--- config.mk ---
export PLATFORM = sky130hd
export DESIGN_NAME = qspi_bus_arb
export DESIGN_NICKNAME = d
export VERILOG_FILES = /design/src/rtl/qspi_bus_arb.sv
export SDC_FILE = /design/constraint.sdc
export NUM_CORES = 1
export LEC_CHECK = 0
export CORE_AREA = 3 3 76 78
export CTS_BUF_LIST = sky130_fd_sc_hd__clkbuf_8 sky130_fd_sc_hd__clkbuf_16
export CTS_CLUSTER_DIAMETER = 40
export DETAILED_ROUTE_END_ITERATION = 8
export DIE_AREA = 0 0 79 81
export PLACE_DENSITY_LB_ADDON = 0.08
export SLEW_MARGIN = 15
export SYNTH_ARGS = -nofsm -noshare
export SYNTH_HDL_FRONTEND = slang
export SYNTH_SLANG_ARGS = --single-unit
--- constraint.sdc ---
create_clock -name clk_i -period 7.2 [get_ports clk_i]
set_input_delay 0.72 -clock clk_i [delete_from_list [all_inputs] [get_ports clk_i]]
set_output_delay 0.72 -clock clk_i [all_outputs]
set_load 0.03 [all_outputs]
--- src/rtl/qspi_bus_arb.sv ---
// qspi_bus_arb: round-robin arbiter sharing one QSPI pad bus among NUM_REQ requesters.
// The owner drives the pads combinationally; all chip selects idle for GAP_CYC cycles
// between owners, and an owner holding the bus for TMO_CYC cycles is evicted and locked
// out until it drops its request.
module qspi_bus_arb #(
  parameter int unsigned NUM_REQ = 3,
  parameter int unsigned GAP_CYC = 4,
  parameter int unsigned TMO_CYC = 65535
) (
  input  logic                   clk_i,
  input  logic                   rst_i,
  input  logic [NUM_REQ-1:0]     req_i,
  input  logic [2*NUM_REQ-1:0]   cs_sel_i,
  input  logic [NUM_REQ-1:0]     sck_i,
  input  logic [NUM_REQ-1:0]     nss_i,
  input  logic [4*NUM_REQ-1:0]   dat_i,
  input  logic [4*NUM_REQ-1:0]   dat_oe_i,
  output logic [NUM_REQ-1:0]     gnt_o,
  output logic                   qspi_sck_o,
  output logic [3:0]             qspi_nss_o,
  output logic [3:0]             qspi_dat_o,
  output logic [3:0]             qspi_dat_oe_o,
  input  logic [3:0]             qspi_dat_i,
  output logic [3:0]             rd_dat_o,
  output logic [1:0]             owner_o,
  output logic                   busy_o,
  output logic                   tmo_o
);

  typedef enum logic [1:0] {StIdle, StOwn, StGap} state_e;

  localparam logic [15:0] GapLast = 16'(GAP_CYC - 1);
  localparam logic [15:0] TmoLast = 16'(TMO_CYC - 1);

  state_e      state_q;
  logic [1:0]  last_q;
  logic [1:0]  cs_q;
  logic [15:0] cnt_q;     // hold counter in OWN, gap counter in GAP
  logic [3:0]  block_q;   // requesters locked out after a timeout

  // Per-requester vectors zero-padded to the 4-requester maximum so that the
  // 2-bit owner/winner index always selects within range.
  logic [3:0]  req4, elig4, sck4, nss4, win_oh, owner_oh;
  logic [7:0]  cs8;
  logic [15:0] dat16, oe16;
  logic        win_vld;
  logic [1:0]  win_idx;
  logic [1:0]  cand;

  assign req4     = 4'(req_i);
  assign sck4     = 4'(sck_i);
  assign nss4     = 4'(nss_i);
  assign cs8      = 8'(cs_sel_i);
  assign dat16    = 16'(dat_i);
  assign oe16     = 16'(dat_oe_i);
  assign elig4    = req4 & ~block_q;
  assign win_oh   = 4'b0001 << win_idx;
  assign owner_oh = 4'b0001 << owner_o;
  assign rd_dat_o = qspi_dat_i;

  // Round-robin pick: first eligible requester after the last owner.
  always_comb begin
    win_vld = 1'b0;
    win_idx = 2'd0;
    cand    = 2'd0;
    for (int unsigned k = 1; k <= NUM_REQ; k++) begin
      cand = 2'((32'(last_q) + k) % NUM_REQ);
      if (!win_vld && elig4[cand]) begin
        win_vld = 1'b1;
        win_idx = cand;
      end
    end
  end

  // Arbitration FSM with registered grant, busy, owner and timeout pulse.
  always_ff @(posedge clk_i or posedge rst_i) begin
    if (rst_i) begin
      state_q <= StIdle;
      gnt_o   <= '0;
      busy_o  <= 1'b0;
      tmo_o   <= 1'b0;
      owner_o <= 2'd0;
      last_q  <= 2'(NUM_REQ - 1);
      cs_q    <= 2'd0;
      cnt_q   <= 16'd0;
      block_q <= 4'd0;
    end else begin
      tmo_o   <= 1'b0;
      // Dropping the request for a cycle lifts a timeout lockout.
      block_q <= block_q & req4;
      unique case (state_q)
        StIdle: begin
          if (win_vld) begin
            state_q <= StOwn;
            gnt_o   <= win_oh[NUM_REQ-1:0];
            busy_o  <= 1'b1;
            owner_o <= win_idx;
            last_q  <= win_idx;
            cs_q    <= cs8[{win_idx, 1'b0} +: 2];
            cnt_q   <= 16'd0;
          end
        end
        StOwn: begin
          if (!req4[owner_o]) begin
            state_q <= StGap;
            gnt_o   <= '0;
            busy_o  <= 1'b0;
            cnt_q   <= 16'd0;
          end else if (cnt_q == TmoLast) begin
            state_q <= StGap;
            gnt_o   <= '0;
            busy_o  <= 1'b0;
            tmo_o   <= 1'b1;
            cnt_q   <= 16'd0;
            block_q <= (block_q & req4) | owner_oh;
          end else begin
            cnt_q <= cnt_q + 16'd1;
          end
        end
        StGap: begin
          if (cnt_q == GapLast) begin
            state_q <= StIdle;
            cnt_q   <= 16'd0;
          end else begin
            cnt_q <= cnt_q + 16'd1;
          end
        end
        default: state_q <= StIdle;
      endcase
    end
  end

  // Pad mux: owner drives the pads in OWN, everything idle otherwise.
  always_comb begin
    qspi_sck_o    = 1'b0;
    qspi_nss_o    = 4'hF;
    qspi_dat_o    = 4'h0;
    qspi_dat_oe_o = 4'h0;
    if (state_q == StOwn) begin
      qspi_sck_o       = sck4[owner_o];
      qspi_nss_o[cs_q] = nss4[owner_o];
      qspi_dat_o       = dat16[{owner_o, 2'b00} +: 4];
      qspi_dat_oe_o    = oe16[{owner_o, 2'b00} +: 4];
    end
  end

endmodule

Word-level counts from Yosys, hierarchy flattened. Index checks and enable logic that the tools add are counted.

Add/sub/neg operators: 4. Multipliers: 0. Div/mod/pow operators: 3. $lt $le $gt $ge: 6. Eq/ne operators: 7. Shifts and indexed selects: 5. Mux-type cells: 48. Bitwise operators: 6. Reduce and logical (&&, ||, !) cells: 12.

Operators with widths (count): $mod A32 B2 Y32 const B (3); $mux W16 (4); $pmux W16 S3 (1); $shiftx A16 B5 Y4 (2); $mux W4 (6); $mux W1 (17); $add A16 B1 Y16 const B (1); $eq A16 B16 Y1 const B (1); $eq A16 B2 Y1 const B (1); $lt A2 B3 Y1 const B (5); $mux W2 (7); $bmux W1 S2 (6); $mux W3 (3); $not A4 Y4 (2); $or A4 B4 Y4 (2); $shiftx A8 B4 Y2 (1); $add A2 B2 Y3 const B (2); $pmux W2 S3 (1); $pmux W3 S2 (1); $reduce_and A3 Y1 (2); $and A3 B4 Y4 (1); $and A4 B3 Y4 (1); $ne A2 B2 Y1 const B (2); $reduce_and A2 Y1 (2); 14 further kinds (17).

Flip-flop bits (word level): 33. Latch bits: 0. Memory bits (writable): 0. ROM bits: 0. Input port bits: 45. Output and inout port bits: 24. Word-level logic and storage cells: 100. Memories kept: 0.

Logic depth before layout (Yosys ltp).
Depth in word-level cells: 14. Mapped depth: 13. Gate-level depth less buffers: 8.

Least setup slack after synthesis. OpenSTA, ideal clock, no wires.

Kind: reg-to-reg. Start point: reg owner_o[0]. End point: reg cnt_q[13]. Setup time: 0.078 ns. Data arrival time: 2.840 ns. Required time: 7.122 ns. Slack: 4.282 ns. Stages on the path, launching flop included: 13. Path buffers: 4. Clock period less this slack: 2.918 ns. Path through: dfrtp_1 -> buf_2 -> buf_1 -> inv_1 -> ha_1 -> buf_6 -> and2_4 -> o2111ai_2 -> o211a_4 -> nand3b_4 -> buf_6 -> or4_1 -> a21oi_1.

Word-level cells in the longest chain between the ends: 4.

Ends and longest elaborated chain: start: declaration (RTL line 25) `output logic [1:0] owner_o,`; start signal: assignment (RTL line 97) `owner_o <= win_idx;`; $bmux W1 S2 (RTL line 104) `if (!req4[owner_o]) begin`; $mux W1 (implied by the code) (RTL line 104); $mux W16 (RTL line 104); $pmux W16 S3 (RTL line 91) `unique case (state_q)`; end signal: assignment (RTL line 117) `cnt_q <= cnt_q + 16'd1;`; end signal: assignment (RTL line 125) `cnt_q <= cnt_q + 16'd1;`; end: declaration (RTL line 38) `logic [15:0] cnt_q;`.

Every way passes these cells. The select of a mux whose other input is x is not followed. A chain may end at the register's enable or synchronous reset.

Final worst setup path.
Start point: reg owner_o[0]. End point: out qspi_nss_o[0].

Word-level cells in the longest chain between the ends: 4.

Ends and longest elaborated chain: $bmux W1 S2 (RTL line 141) `qspi_nss_o[cs_q] = nss4[owner_o];`; $mux W1 (implied by the code) (RTL line 141); $or A4 B4 Y4 (no line); $mux W4 (RTL line 139) `if (state_q == StOwn) begin`; end: declaration (RTL line 20) `output logic [3:0] qspi_nss_o,`.

Every way passes these cells. The select of a mux whose other input is x is not followed.

==> flow_metrics.tcl <==
set metrics [dict create \
    status "complete, no violations" \
    worstPathArrival_ns 2.78 \
    crit_chain "nor2b_1, nand2_1, o211ai_1, nor2_1, nand2_1, clkdlybuf4s50_1" \
    place_congestion 0.855 \
    hold_buffers 0 \
    clock_latency_ns 0.28 \
    max_slew.worst_pin.slew_ns 0.776 \
    yosys.area.top_type "dfrtp_1" \
    cp_common_cell "nand2_1" \
    rsz0062_at_grt "false" \
    cp_slowest_stage_delay_ns 0.74 \
    hold_viol_final 0 \
    num_io_pins 69 \
    clockBufferDepth 2 \
    grt_pass1_wl_microns 9920 \
    cpLargestDelayFamily "simple AND/OR/NAND/NOR gates" \
    ff2ff_setup_slack_ns 4.16 \
    final.setup_skew_ns 0.00778 \
    synth_flop_cell "dfrtp_1" \
    cap_violations 0 \
    syn_inst 266 \
    synth_edf_count 0 \
    grt_pass1_vias 1993 \
    drt_iter0_markers 177 \
    vias 2160 \
    ys_seq_area_share_pct 33.4 \
    grt_util_all_layers_pct 19.4 \
    dr.pass1.iters 4 \
    synth_area_sq_um 2320 \
    yosysWarnings 0 \
    ir_worst_vdd_mv 0.208 \
    finalMaxSlewViolations 0 \
    syn_nets 320 \
    cp.required_ns 6.48 \
    hold_path.class "reg2reg" \
    grt-ovfl-total 0 \
    area_growth_pct 29.0 \
    cts_tree "built" \
    synth.distinct_cells 55 \
    via_per_inst 5.57 \
    antenna_found_initial 0 \
    clk_pin_slew_ns 0.06 \
    fin_crit_ns 3.50 \
    layout_common_cells "clkdlybuf4s50_1, nand2_1, dfrtp_1" \
    power.density_nw_per_um2 320 \
    hpwl_microns 4570 \
    crit_buf_inv 1 \
    antenna_left 0 \
    relSlewSlack_pct 48.1 \
    dieArea_sq_um 6400 \
    die_w_microns 79 \
    reg2regPathDepth 8 \
    diodes 0 \
    drive_gt1_share_pct 5.97 \
    power_uw 959 \
    layout.nets 371 \
    synth.area.top_cells "dfrtp_1, mux2i_1, nand2_1" \
    ys_ff_latch 31 \
    worstPathMaxFanout 17 \
    finalCritPeriodShare_pct 48.6 \
    synth_top_area_share_pct 32.3 \
    cts_inserted_buffers 5 \
    finalSetupViolations 0 \
    cp-end-kind "primary output" \
    fmax_mhz 286 \
    criticalPathCategory "reg2out" \
    finalSetupTns_ns 0 \
    startpoint_type "flip-flop" \
    avgSynthCellArea_sq_um 8.73 \
    htree_levels 2 \
    whs_endpoint "block_q[2]" \
    io_buffer_count 60 \
    hold_ws_ns 0.500 \
    wl_microns 5980 \
    multi_input_area_sq_um 1400 \
    hp-start "block_q[2]" \
    clkSinkCount 31 \
    fp.dieH_microns 81 \
    async_flop_share_pct 100 \
    layout_commonest_cell "clkdlybuf4s50_1" \
    min_path_cells 1 \
    fillers 516 \
    seq_area_sq_um 777 \
    worst_r2r_endpoint "cnt_q[15]" \
    cp_slowest_cell "nor2b_1" \
    cts.repair.resized 0 \
    post_cts_buffers 0 \
    power.leakage_nw 1.23 \
    cts-root-buf "clkbuf_8" \
    r2r_start "owner_o[0]" \
    grt_max_degree 32 \
    rows 26 \
    floorplan.initialDensity_pct 45.2 \
    drcViolationCount 0 \
    fp.coreArea_sq_um 5140 \
    wl_per_cell_microns 15.4 \
]
logic make-up (layout without fill, tap and decap cells):
| group | count (synthesis) | after routing | synth area share [%] |
|---|---|---|---|
| simple gates | 117 | 117 | 28.2 |
| compound gates | 63 | 63 | 19.7 |
| flops | 31 | 31 | 33.4 |
| buf+inv | 28 | 80 | 6.25 |
| mux | 14 | 14 | 6.08 |
| fa+ha+maj | 9 | 9 | 4.85 |
| xor+xnor | 4 | 4 | 1.51 |
state kept, by name, indices dropped and copies added, names as in the netlist:
register  cells
cnt_q        16
block_q       3
gnt_o         3
cs_q          2
owner_o       2
state_q       2
busy_o        1
last_q        1
tmo_o         1
per-layer routing:
layer	GRT usage [%]	vias to the layer above	routed length (microns)	part of all wire (%)
li1	-	1068	-	-
met1	28.4	1028	2850	48
met2	30.1	55	2800	47
met3	2.99	9	241	4.0
met4	4.81	0	95	1.6
met5	0	-	0	0
synth_stat cells, drive strengths merged, types with 3 or more instances:
library cell / instances
nand2: 33
dfrtp: 30
o21ai: 16
and2: 15
a21oi: 13
mux2i: 13
nor2: 12
buf: 11
inv: 11
ha: 9
nand4: 9
nand3: 7
nor2b: 7
clkbuf: 6
or3: 6
a22o: 5
o31ai: 5
and3: 4
nor3: 4
nor4: 4
o2bb2ai: 4
xor2: 4
a2bb2oi: 3
nand2b: 3
o211ai: 3
or2: 3
metrics by stage:
step	cell area [sq um]	worst slack [ns]	cells	utilization, %
3_5_place_dp	2920	3.96	380	56.7
2_1_floorplan	2320	4.28	266	-
3_3_place_gp	2920	4.03	380	56.7
5_1_grt	3000	3.40	388	58.3
6_report	3000	3.70	388	58.3
4_1_cts	3000	3.67	388	58.3
worst max-delay path by stage:
stage | start | slack, ns | end | cells past startpoint
2_1_floorplan | owner_o[0] | 4.28 | cnt_q[13] | 12
3_3_place_gp | owner_o[0] | 4.03 | qspi_nss_o[0] | 6
4_1_cts | owner_o[0] | 3.67 | qspi_nss_o[0] | 6
3_5_place_dp | owner_o[0] | 3.96 | qspi_nss_o[0] | 6
5_1_grt | owner_o[0] | 3.40 | qspi_nss_o[1] | 6
6_report | owner_o[0] | 3.70 | qspi_nss_o[0] | 6
worst register-to-register path, cell delays in order, from the launching register on:
cell and delay (ns):
dfrtp_1 0.85, inv_1 0.14, ha_1 0.44, and2_4 0.20, o2111ai_2 0.18, o211a_4 0.23, nand3b_4 0.22, or4_1 0.56
a21oi_1 0.15
area by class of cell:
class,instances,share of cell area (%)
well taps,70,2.92
clock buffers,5,2.30
clock inverters,3,0.418
multi-input cells,207,46.8
inverters,11,1.38
repair buffers,61,20.3
flip-flops and latches,31,25.9
power by group:
part           switching (mW)  internal [mW]
Sequential             0.0467          0.206
Combinational           0.334          0.243
Clock                  0.0640         0.0649
Power figures use the tool's default switching activity.
